[config.mk]
export PLATFORM = sky130hd
export DESIGN_NAME = pattern_tx_serial_flat
export DESIGN_NICKNAME = d
export VERILOG_FILES = /design/src/rtl/pattern_tx_serial_pkg.sv /design/src/rtl/pattern_tx_serial_if.sv /design/src/rtl/pattern_tx_serial_counter.sv /design/src/rtl/pattern_tx_serial.sv /design/src/flat_wrapper.sv
export SDC_FILE = /design/constraint.sdc
export NUM_CORES = 1
export LEC_CHECK = 0
export CORE_UTILIZATION = 55
export CTS_BUF_LIST = sky130_fd_sc_hd__clkbuf_4 sky130_fd_sc_hd__clkbuf_8
export DETAILED_ROUTE_END_ITERATION = 12
export GPL_TIMING_DRIVEN = 0
export PLACE_DENSITY = 0.83
export SETUP_SLACK_MARGIN = 0.05
export SKIP_CTS_REPAIR_TIMING = 1
export SLEW_MARGIN = 20
export SYNTH_ARGS = -nofsm -noshare
export SYNTH_HDL_FRONTEND = slang
export SYNTH_SLANG_ARGS = --single-unit
[constraint.sdc]
create_clock -name clk -period 2.9 [get_ports clk]
set_input_delay 0.58 -clock clk [delete_from_list [all_inputs] [get_ports clk]]
set_output_delay 0.58 -clock clk [all_outputs]
set_load 0.02 [all_outputs]
[src/rtl/pattern_tx_serial_pkg.sv]
// Shared types and constants for the serial pattern transmitter.
package pattern_tx_pkg;

    typedef enum logic [1:0] {IDLE, SEND, GAP, DONE} tx_state_e;

    localparam int DEFAULT_PAT_W = 4;
    localparam logic [DEFAULT_PAT_W-1:0] DEFAULT_PATTERN = 4'b1101;
    localparam int IDX_W = $clog2(DEFAULT_PAT_W);

    // Bit-index width for an arbitrary pattern length, never narrower than one bit.
    function automatic int idx_width(input int pat_w);
        return (pat_w > 2) ? $clog2(pat_w) : 1;
    endfunction

endpackage

[src/rtl/pattern_tx_serial_if.sv]
// Request/line bundle between a pattern source controller and the transmitter.
interface pattern_tx_if #(
    parameter int PAT_W = 4,
    parameter int CNT_W = 8,
    parameter int GAP_W = 4
);
    logic             load;
    logic [PAT_W-1:0] pat_in;
    logic             start;
    logic [CNT_W-1:0] rep_cnt;
    logic [GAP_W-1:0] gap;
    logic             out;
    logic             valid;
    logic             last;
    logic             busy;
    logic             done;

    modport master (
        output load, pat_in, start, rep_cnt, gap,
        input  out, valid, last, busy, done
    );

    modport slave (
        input  load, pat_in, start, rep_cnt, gap,
        output out, valid, last, busy, done
    );
endinterface

[src/rtl/pattern_tx_serial_counter.sv]
// Loadable down counter with zero flag; a decrement at zero holds the count.
module tx_down_counter #(
    parameter int W = 4
) (
    input  logic         clk,
    input  logic         rst,
    input  logic         load,
    input  logic [W-1:0] load_val,
    input  logic         dec,
    output logic [W-1:0] count,
    output logic         zero
);
    logic [W-1:0] count_q, count_d;

    always_comb begin
        count_d = count_q;
        if (load)
            count_d = load_val;
        else if (dec && (count_q != '0))
            count_d = count_q - W'(1);
    end

    always_ff @(posedge clk or negedge rst) begin
        if (!rst)
            count_q <= '0;
        else
            count_q <= count_d;
    end

    assign count = count_q;
    assign zero  = (count_q == '0);
endmodule

[src/rtl/pattern_tx_serial.sv]
// Shifts a programmable pattern out MSB-first for N repetitions, optionally
// separated by zero-bit gaps, with a last marker on each instance's LSB.
module pattern_tx_serial
    import pattern_tx_pkg::*;
#(
    parameter int               PAT_W   = DEFAULT_PAT_W,
    parameter logic [PAT_W-1:0] PATTERN = DEFAULT_PATTERN,
    parameter int               CNT_W   = 8,
    parameter int               GAP_W   = 4
) (
    input logic         clk,
    input logic         rst,
    pattern_tx_if.slave bus
);
    localparam int            IW      = idx_width(PAT_W);
    localparam logic [IW-1:0] IDX_TOP = IW'(PAT_W - 1);

    tx_state_e        state_q, state_d;
    logic [PAT_W-1:0] pat_q, pat_d;
    logic [GAP_W-1:0] gap_len_q, gap_len_d;
    logic out_q, out_d, valid_q, valid_d, last_q, last_d;
    logic busy_q, busy_d, done_q, done_d;

    logic [IW-1:0]    idx_count, idx_next;
    logic [GAP_W-1:0] gap_count;
    logic [CNT_W-1:0] reps_count;
    logic idx_zero, gap_zero, reps_zero;
    logic idx_load, idx_dec, gap_load, gap_dec, reps_dec;
    logic start_go, send_end, last_rep, next_inst, gap_exit;

    tx_down_counter #(.W(IW)) u_idx (
        .clk(clk), .rst(rst), .load(idx_load), .load_val(IDX_TOP),
        .dec(idx_dec), .count(idx_count), .zero(idx_zero)
    );

    tx_down_counter #(.W(GAP_W)) u_gap (
        .clk(clk), .rst(rst), .load(gap_load), .load_val(gap_len_q),
        .dec(gap_dec), .count(gap_count), .zero(gap_zero)
    );

    tx_down_counter #(.W(CNT_W)) u_reps (
        .clk(clk), .rst(rst), .load(start_go), .load_val(bus.rep_cnt),
        .dec(reps_dec), .count(reps_count), .zero(reps_zero)
    );

    always_comb begin
        start_go  = (state_q == IDLE) && bus.start && (bus.rep_cnt != '0);
        send_end  = (state_q == SEND) && idx_zero;
        last_rep  = (reps_count == CNT_W'(1));
        next_inst = send_end && !last_rep;
        gap_exit  = (state_q == GAP) && (gap_zero || (gap_count == GAP_W'(1)));

        idx_load  = start_go || (next_inst && (gap_len_q == '0)) || gap_exit;
        idx_dec   = (state_q == SEND) && !idx_zero;
        gap_load  = next_inst && (gap_len_q != '0);
        gap_dec   = (state_q == GAP);
        // Remaining reps bottoms out at one; the FSM leaves SEND on that value.
        reps_dec  = next_inst && !reps_zero;

        idx_next  = idx_load ? IDX_TOP : (idx_dec ? idx_count - IW'(1) : idx_count);

        state_d = state_q;
        case (state_q)
            IDLE: if (bus.start) state_d = (bus.rep_cnt != '0) ? SEND : DONE;
            SEND: if (idx_zero) begin
                if (last_rep)
                    state_d = DONE;
                else if (gap_len_q == '0)
                    state_d = SEND;
                else
                    state_d = GAP;
            end
            GAP:  if (gap_exit) state_d = SEND;
            DONE: state_d = IDLE;
            default: state_d = IDLE;
        endcase

        pat_d     = ((state_q == IDLE) && bus.load) ? bus.pat_in : pat_q;
        gap_len_d = start_go ? bus.gap : gap_len_q;

        // Outputs are precomputed from next state so they leave a flop cleanly.
        out_d   = (state_d == SEND) && pat_d[idx_next];
        valid_d = (state_d == SEND) || (state_d == GAP);
        busy_d  = valid_d;
        last_d  = (state_d == SEND) && (idx_next == '0);
        done_d  = (state_d == DONE);
    end

    always_ff @(posedge clk or negedge rst) begin
        if (!rst) begin
            state_q   <= IDLE;
            pat_q     <= PATTERN;
            gap_len_q <= '0;
            out_q     <= 1'b0;
            valid_q   <= 1'b0;
            last_q    <= 1'b0;
            busy_q    <= 1'b0;
            done_q    <= 1'b0;
        end else begin
            state_q   <= state_d;
            pat_q     <= pat_d;
            gap_len_q <= gap_len_d;
            out_q     <= out_d;
            valid_q   <= valid_d;
            last_q    <= last_d;
            busy_q    <= busy_d;
            done_q    <= done_d;
        end
    end

    assign bus.out   = out_q;
    assign bus.valid = valid_q;
    assign bus.last  = last_q;
    assign bus.busy  = busy_q;
    assign bus.done  = done_q;
endmodule
[src/flat_wrapper.sv]
// flat-port wrapper written by rule: the top's interface ports become plain ports
module pattern_tx_serial_flat import pattern_tx_pkg::*;
#(
    parameter int               PAT_W   = DEFAULT_PAT_W,
    parameter logic [PAT_W-1:0] PATTERN = DEFAULT_PATTERN,
    parameter int               CNT_W   = 8,
    parameter int               GAP_W   = 4
)
  (clk, rst, bus_load, bus_pat_in, bus_start, bus_rep_cnt, bus_gap, bus_out, bus_valid, bus_last, bus_busy, bus_done);
  pattern_tx_if #(.PAT_W(PAT_W), .CNT_W(CNT_W), .GAP_W(GAP_W)) bus_i ();
  input logic clk;
  input logic rst;
  input wire logic [$bits(bus_i.load)-1:0] bus_load;
  input wire logic [$bits(bus_i.pat_in)-1:0] bus_pat_in;
  input wire logic [$bits(bus_i.start)-1:0] bus_start;
  input wire logic [$bits(bus_i.rep_cnt)-1:0] bus_rep_cnt;
  input wire logic [$bits(bus_i.gap)-1:0] bus_gap;
  output wire logic [$bits(bus_i.out)-1:0] bus_out;
  output wire logic [$bits(bus_i.valid)-1:0] bus_valid;
  output wire logic [$bits(bus_i.last)-1:0] bus_last;
  output wire logic [$bits(bus_i.busy)-1:0] bus_busy;
  output wire logic [$bits(bus_i.done)-1:0] bus_done;
  assign bus_i.load = bus_load;
  assign bus_i.pat_in = bus_pat_in;
  assign bus_i.start = bus_start;
  assign bus_i.rep_cnt = bus_rep_cnt;
  assign bus_i.gap = bus_gap;
  assign bus_out = bus_i.out;
  assign bus_valid = bus_i.valid;
  assign bus_last = bus_i.last;
  assign bus_busy = bus_i.busy;
  assign bus_done = bus_i.done;
  pattern_tx_serial #(.PAT_W(PAT_W), .PATTERN(PATTERN), .CNT_W(CNT_W), .GAP_W(GAP_W)) u_core (.clk(clk), .rst(rst), .bus(bus_i));
endmodule
### Yosys cells after proc, flatten, opt, wreduce, memory -nomap -nowiden

Index checks and enable logic that the tools add are counted.

| storage, ports and cells | value |
|---|---|
| register bits after elaboration | 28 |
| latch bits | 0 |
| bits in writable memories | 0 |
| bits in read-only memories | 0 |
| bits of input ports | 20 |
| output and inout port bits | 5 |
| word-level logic and storage cells | 76 |
| memories kept | 0 |

| operators by class | value |
|---|---|
| add/sub/neg operators | 3 |
| multiply operators | 0 |
| div/mod/pow operators | 0 |
| magnitude comparators | 1 |
| eq/ne operators | 8 |
| shift operators | 0 |
| multiplexer cells | 18 |
| bitwise gates (word level) | 0 |
| reductions and logical operators | 36 |

Operator list:

| kind | count |
|---|---|
| 2-bit 2-to-1 mux | 10 |
| 8-bit 2-to-1 mux | 2 |
| 8-bit nonzero test | 2 |
| 1-bit logical AND | 15 |
| 4-bit 2-to-1 mux | 3 |
| 2-bit equality test (second input constant) | 4 |
| 8-bit by 1-bit equality test with 1-bit output (second input constant) | 1 |
| 4-bit zero test | 2 |
| 8-bit zero test | 1 |
| 2-bit one-hot mux with 4 select lines | 1 |
| 2-bit nonzero test | 4 |
| 4-bit nonzero test | 2 |
| 8-bit by 1-bit subtractor with 8-bit output (second input constant) | 1 |
| 2-bit zero test | 3 |
| 2-bit by 1-bit equality test with 1-bit output (second input constant) | 2 |
| 4-bit by 1-bit equality test with 1-bit output (second input constant) | 1 |
| 1-bit logical OR | 4 |
| 4-bit by 1-bit subtractor with 4-bit output (second input constant) | 1 |
| 1-bit zero test | 3 |
| 2-bit by 3-bit less-than comparator with 1-bit output (second input constant) | 1 |
| 1-bit binary-select mux with 2-bit select | 1 |
| 2-bit by 1-bit subtractor with 2-bit output (second input constant) | 1 |
| 1-bit 2-to-1 mux | 1 |

### Longest topological paths before layout

| depth | value |
|---|---|
| word-level depth | 10 |
| depth in mapped cells | 12 |
| mapped depth without buffers | 12 |

### Hierarchy

From an unflattened synthesis, not the netlist that was laid out.

| unflattened totals | value |
|---|---|
| cells, all modules | 185 |
| area total of the unflattened synthesis | 1,853.0 um^2 |

Modules (own cells, without submodules):

| module | times used | cells an instance | area each (um^2) | sequential area each (um^2) |
|---|---|---|---|---|
| pattern_tx_serial | 1 | 87 | 922.1 | 354.1 |
| tx_down_counter (u_core.u_reps) | 1 | 58 | 528.0 | 200.2 |
| tx_down_counter (u_core.u_gap) | 1 | 27 | 270.3 | 100.1 |
| tx_down_counter (u_core.u_idx) | 1 | 13 | 132.6 | 50.0 |

### Least setup slack after synthesis

OpenSTA, ideal clock, no wires.

| timing path | value |
|---|---|
| path type | input to register |
| from | input port bus_rep_cnt[5] |
| to | register u_core.out_q (netlist: u_core.bus.out) |
| library setup time | 0.136 ns |
| data arrival time | 2.235 ns |
| required time | 2.764 ns |
| path slack | 0.529 ns |
| stages on the path | 10 |
| path buffers | 0 |
| cells stage by stage | or4_4 > nor4b_1 > a21oi_1 > o22ai_1 > inv_1 > ha_1 > inv_1 > nor3b_1 > nand3_1 > o311ai_2 |

| on the way | value |
|---|---|
| elaborated cells between the ends (all ways) | 12 |
| those cells by class | 1 x eq/ne; 6 x mux; 5 x reduce/logical |

RTL lines:

| element | line | RTL |
|---|---|---|
| start, declared | flat_wrapper.sv:16 | `input wire logic [$bits(bus_i.rep_cnt)-1:0] bus_rep_cnt;` |
| 8-bit nonzero test | pattern_tx_serial.sv:64 | `IDLE: if (bus.start) state_d = (bus.rep_cnt != '0) ? SEND : DONE;` |
| 2-bit 2-to-1 mux (2 in series) | pattern_tx_serial.sv:64 |  |
| 2-bit one-hot mux with 4 select lines | pattern_tx_serial.sv:63 | `case (state_q)` |
| via u_core.state_d[1] | pattern_tx_serial.sv:18 | `tx_state_e state_q, state_d;` |
| 2-bit by 1-bit equality test with 1-bit output | pattern_tx_serial.sv:82 | `out_d = (state_d == SEND) && pat_d[idx_next];` |
| 1-bit logical AND | pattern_tx_serial.sv:82 |  |
| via u_core.out_d | pattern_tx_serial.sv:21 | `logic out_q, out_d, valid_q, valid_d, last_q, last_d;` |
| end signal, assigned | pattern_tx_serial.sv:103 | `out_q <= out_d;` |
| end, declared | pattern_tx_serial.sv:21 |  |

The timed path passes the listed nets, and every way through them passes these cells. The select of a mux whose other input is x is not followed.
A chain may end at the register's enable or synchronous reset.

### Worst setup path after layout

| timing path | value |
|---|---|
| from | input port bus_rep_cnt[1] |
| to | register u_core.out_q (netlist: u_core.bus.out) |

Same word-level chain as after synthesis.

==> run_results.csv <==
group,metric,value,unit
place,place_congestion,0.8680,
logic_synthesis,syn-cell-area,1603,um^2
logic_synthesis,syn_avg_cell_area,10.14,um^2
die,initial_core_util,58.12,%
timing,slew_violations,0,
timing,holdWs,240.7,ps
place,dp_hpwl,2572,um
critical_path,critPathRequiredTime,3120,ps
logic_synthesis,synth-edff-count,0,
drt,wl_met2,1686,um
clock_network,htreeDepth,1,
die,core,2758,um^2
drt,firstDrtPassIters,4,
place,post-place-cells,213,
logic_synthesis,synth-seq-cells,28,
clock_network,cts_made_buffers,3,
clock_network,cts.sinks,28,
logic_synthesis,synth_flop_cell,"dfrtp_1",
global_routing,grt_pass1_vias,1333,
global_routing,grt.overflow.total,0,
clock_network,cts.clk_slew.worst_paths,140,ps
logic_synthesis,synthArstFlopShare,100.0,%
logic_synthesis,syn_inst,158,
critical_path,path_common_cell,"inv_1",
drt,drt-initial-drc-count,48,
critical_path,critical_path.max_fanout,3,
power,ir_drop,0.6699,mV
global_routing,grt_start_max_net_pins,29,
logic_synthesis,synth.net_count,187,
critical_path,crit_path_cell_trace,"clkdlybuf4s50_1 > or4_1 > nor4b_2 > a21oi_1 > o22ai_1 > inv_1 > ha_1 > inv_1 > nor3b_1 > nand3_1 > o311ai_2",
drt,drc_errors,0,
timing,tightestPinTransition,689.5,ps
power,power_density,1043,nW/um^2
timing,finalSetupViolCount,0,
die,rows,19,
logic_synthesis,ys_types,47,
critical_path,critPathKind,"in2reg",
finish,area_delta_synth_final,19.36,%
clock_network,cts_root_buffer,"clkbuf_4",
finish,num_antenna_cells,0,
logic_synthesis,synth_seq_area_share,43.95,%
drt,routedWlPerCell,14.88,um
global_routing,grt_pass1_wl,5533,um
clock_network,cts_tree,"yes",
finish,seqCellArea,704.4,um^2
finish,drive_above_1_share,15.05,%
timing,max-slew-margin-rel,53.94,%
critical_path,critPathMaxStageDelay,600,ps
timing,skew,1.835,ps
critical_path,endpoint_kind,"register",
finish,n_fill_cell,217,
power,finalPower,1.996,mW
drt,route.vias.total,1307,
clock_network,insertion_delay,320,ps
global_routing,antenna_found_initial,0,
critical_path,slowest_stage,"or4_1",
timing,period_share,92.34,%
finish,multi_input_area,830.8,um^2
status,status,"complete, no violations",
die,die-area,3134,um^2
finish,layout.nets,216,
timing,final.min_clock_period,2678,ps
critical_path,arrival,2890,ps
timing,setup_tns,0,ps
critical_path,start_kind,"input port",
place,placed_area,1877,um^2
power,power_leakage,0.8263,nW
finish,instances_no_fill,217,
job,max_cap_viol_count,0,
drt,totalWireLength,3229,um
die,dieWidth,55.98,um
clock_network,clockBufferDepth,2,
drt,viasPerCell,6.023,
drt,wl_met1,1327,um
timing,fmax,373.4,MHz
finish,design_area,1913,um^2
logic_synthesis,ys.warnings.count,0,
global_routing,grt_usage,22.35,%
die,die_y,55.98,um
drt,antenna_left,0,
die,io_pins,25,
hold_path,hp-class,"in2async",
timing,rsz0062_at_grt,"no",
finish,mostFrequentLayoutCells,"nand2_1 (25), dfrtp_1 (25), clkdlybuf4s50_1 (23)",
timing,hold_violations,0,
drt,routed.top_layer,"met4",
place,port_buffers,24,
drt,wl_met3,153,um
final cells by class:
class | count | area share (%)
well taps | 31 | 2.027
clock buffers | 4 | 1.570
plain buffers | 6 | 1.897
flip-flops and latches | 28 | 36.82
repair buffers | 24 | 12.30
multi-input cells | 114 | 43.43
inverters | 10 | 1.962
state kept, by name, indices dropped and copies added (netlist names):
register / count
u_core.bus.valid: 1
u_core.bus.out: 1
u_core.pat_q: 4
u_core.bus.done: 1
u_core.u_reps.count: 8
u_core.bus.last: 1
u_core.u_gap.count: 4
u_core.u_idx.count: 2
u_core.gap_len_q: 4
u_core.state_q: 2
power breakdown:
group	total (mW)	switching [mW]	internal, mW	leakage (nW)
sequential	0.724	0.132	0.591	0.339
combinational	1.10	0.601	0.498	0.469
clock	0.173	0.110	0.0632	0.0184
total	2.00	0.843	1.15	0.826
cell families (layout without fill, tap and decap cells):
kind of cell,count (synthesis),in the layout,share of synthesized area (%)
multiplexers,7,7,4.840
flip-flops,28,28,43.95
AND/OR/NAND/NOR,61,61,20.84
XOR/XNOR,5,5,2.733
adder cells (fa/ha/maj),9,9,7.026
AO/OA/AOI/OAI,32,32,16.00
buffers and inverters,16,44,4.606
through the flow:
| stage | util, % | setup slack [ps] |
|---|---|---|
| after floorplan | - | 529.2 |
| after global placement | 68.24 | -82.36 |
| after detailed placement | 68.06 | -184.7 |
| after CTS | 69.15 | 180.7 |
| after global routing | 69.37 | 85.82 |
| final | 69.37 | 222.2 |
per-layer routing:
metal	vias to the layer above	global-route usage, %
met2	47	40.14
met1	628	26.53
met5	-	0
li1	624	-
met3	8	3.023
met4	0	9.756
cell usage after synthesis (all sizes together) (2+ instances only):
cell | number | area, um^2
a21o | 2 | 15.01
a21oi | 6 | 30.03
a221o | 3 | 30.03
a31oi | 2 | 12.51
buf | 4 | 28.78
clkbuf | 2 | 7.510
dfrtp | 25 | 625.6
dfstp | 3 | 78.83
ha | 9 | 112.6
inv | 10 | 37.54
mux2 | 6 | 67.56
nand2 | 27 | 111.4
nand3 | 3 | 15.01
nor2 | 5 | 18.77
nor2b | 2 | 12.51
nor3 | 5 | 25.02
nor3b | 4 | 35.03
nor4 | 4 | 25.02
o211ai | 2 | 15.01
o21ai | 6 | 30.02
o22ai | 2 | 12.51
o311ai | 2 | 32.53
or4 | 4 | 37.53
xnor2 | 3 | 26.28
xor2 | 2 | 17.52
worst paths after layout:
| kind | start | end | slack, ps | cells past startpoint |
|---|---|---|---|---|
| setup / recovery | bus_rep_cnt[1] | u_core.bus.out$_DFF_PN0_ | 220 | 11 |
| hold / removal | rst | u_core.bus.last$_DFF_PN0_ | 240 | 1 |
| setup reg to reg | u_core.u_reps.count[2]$_DFFE_PN0P_ | u_core.bus.out$_DFF_PN0_ | 320 | 11 |
| hold reg to reg | u_core.pat_q[1]$_DFF_PN0_ | u_core.pat_q[1]$_DFF_PN0_ | 520 | 1 |
| max in group asynchronous | rst | u_core.gap_len_q[3]$_DFFE_PN0P_ | 2270 | 1 |
| min in group clk | u_core.pat_q[1]$_DFF_PN0_ | u_core.pat_q[1]$_DFF_PN0_ | 520 | 1 |
critical path, delay by kind of cell:
family	cells	cell delay (ps)
simple gates	4	1020
fa+ha+maj	1	240
buf+inv	3	610
compound gates	3	460
Power figures use the tool's default switching activity.
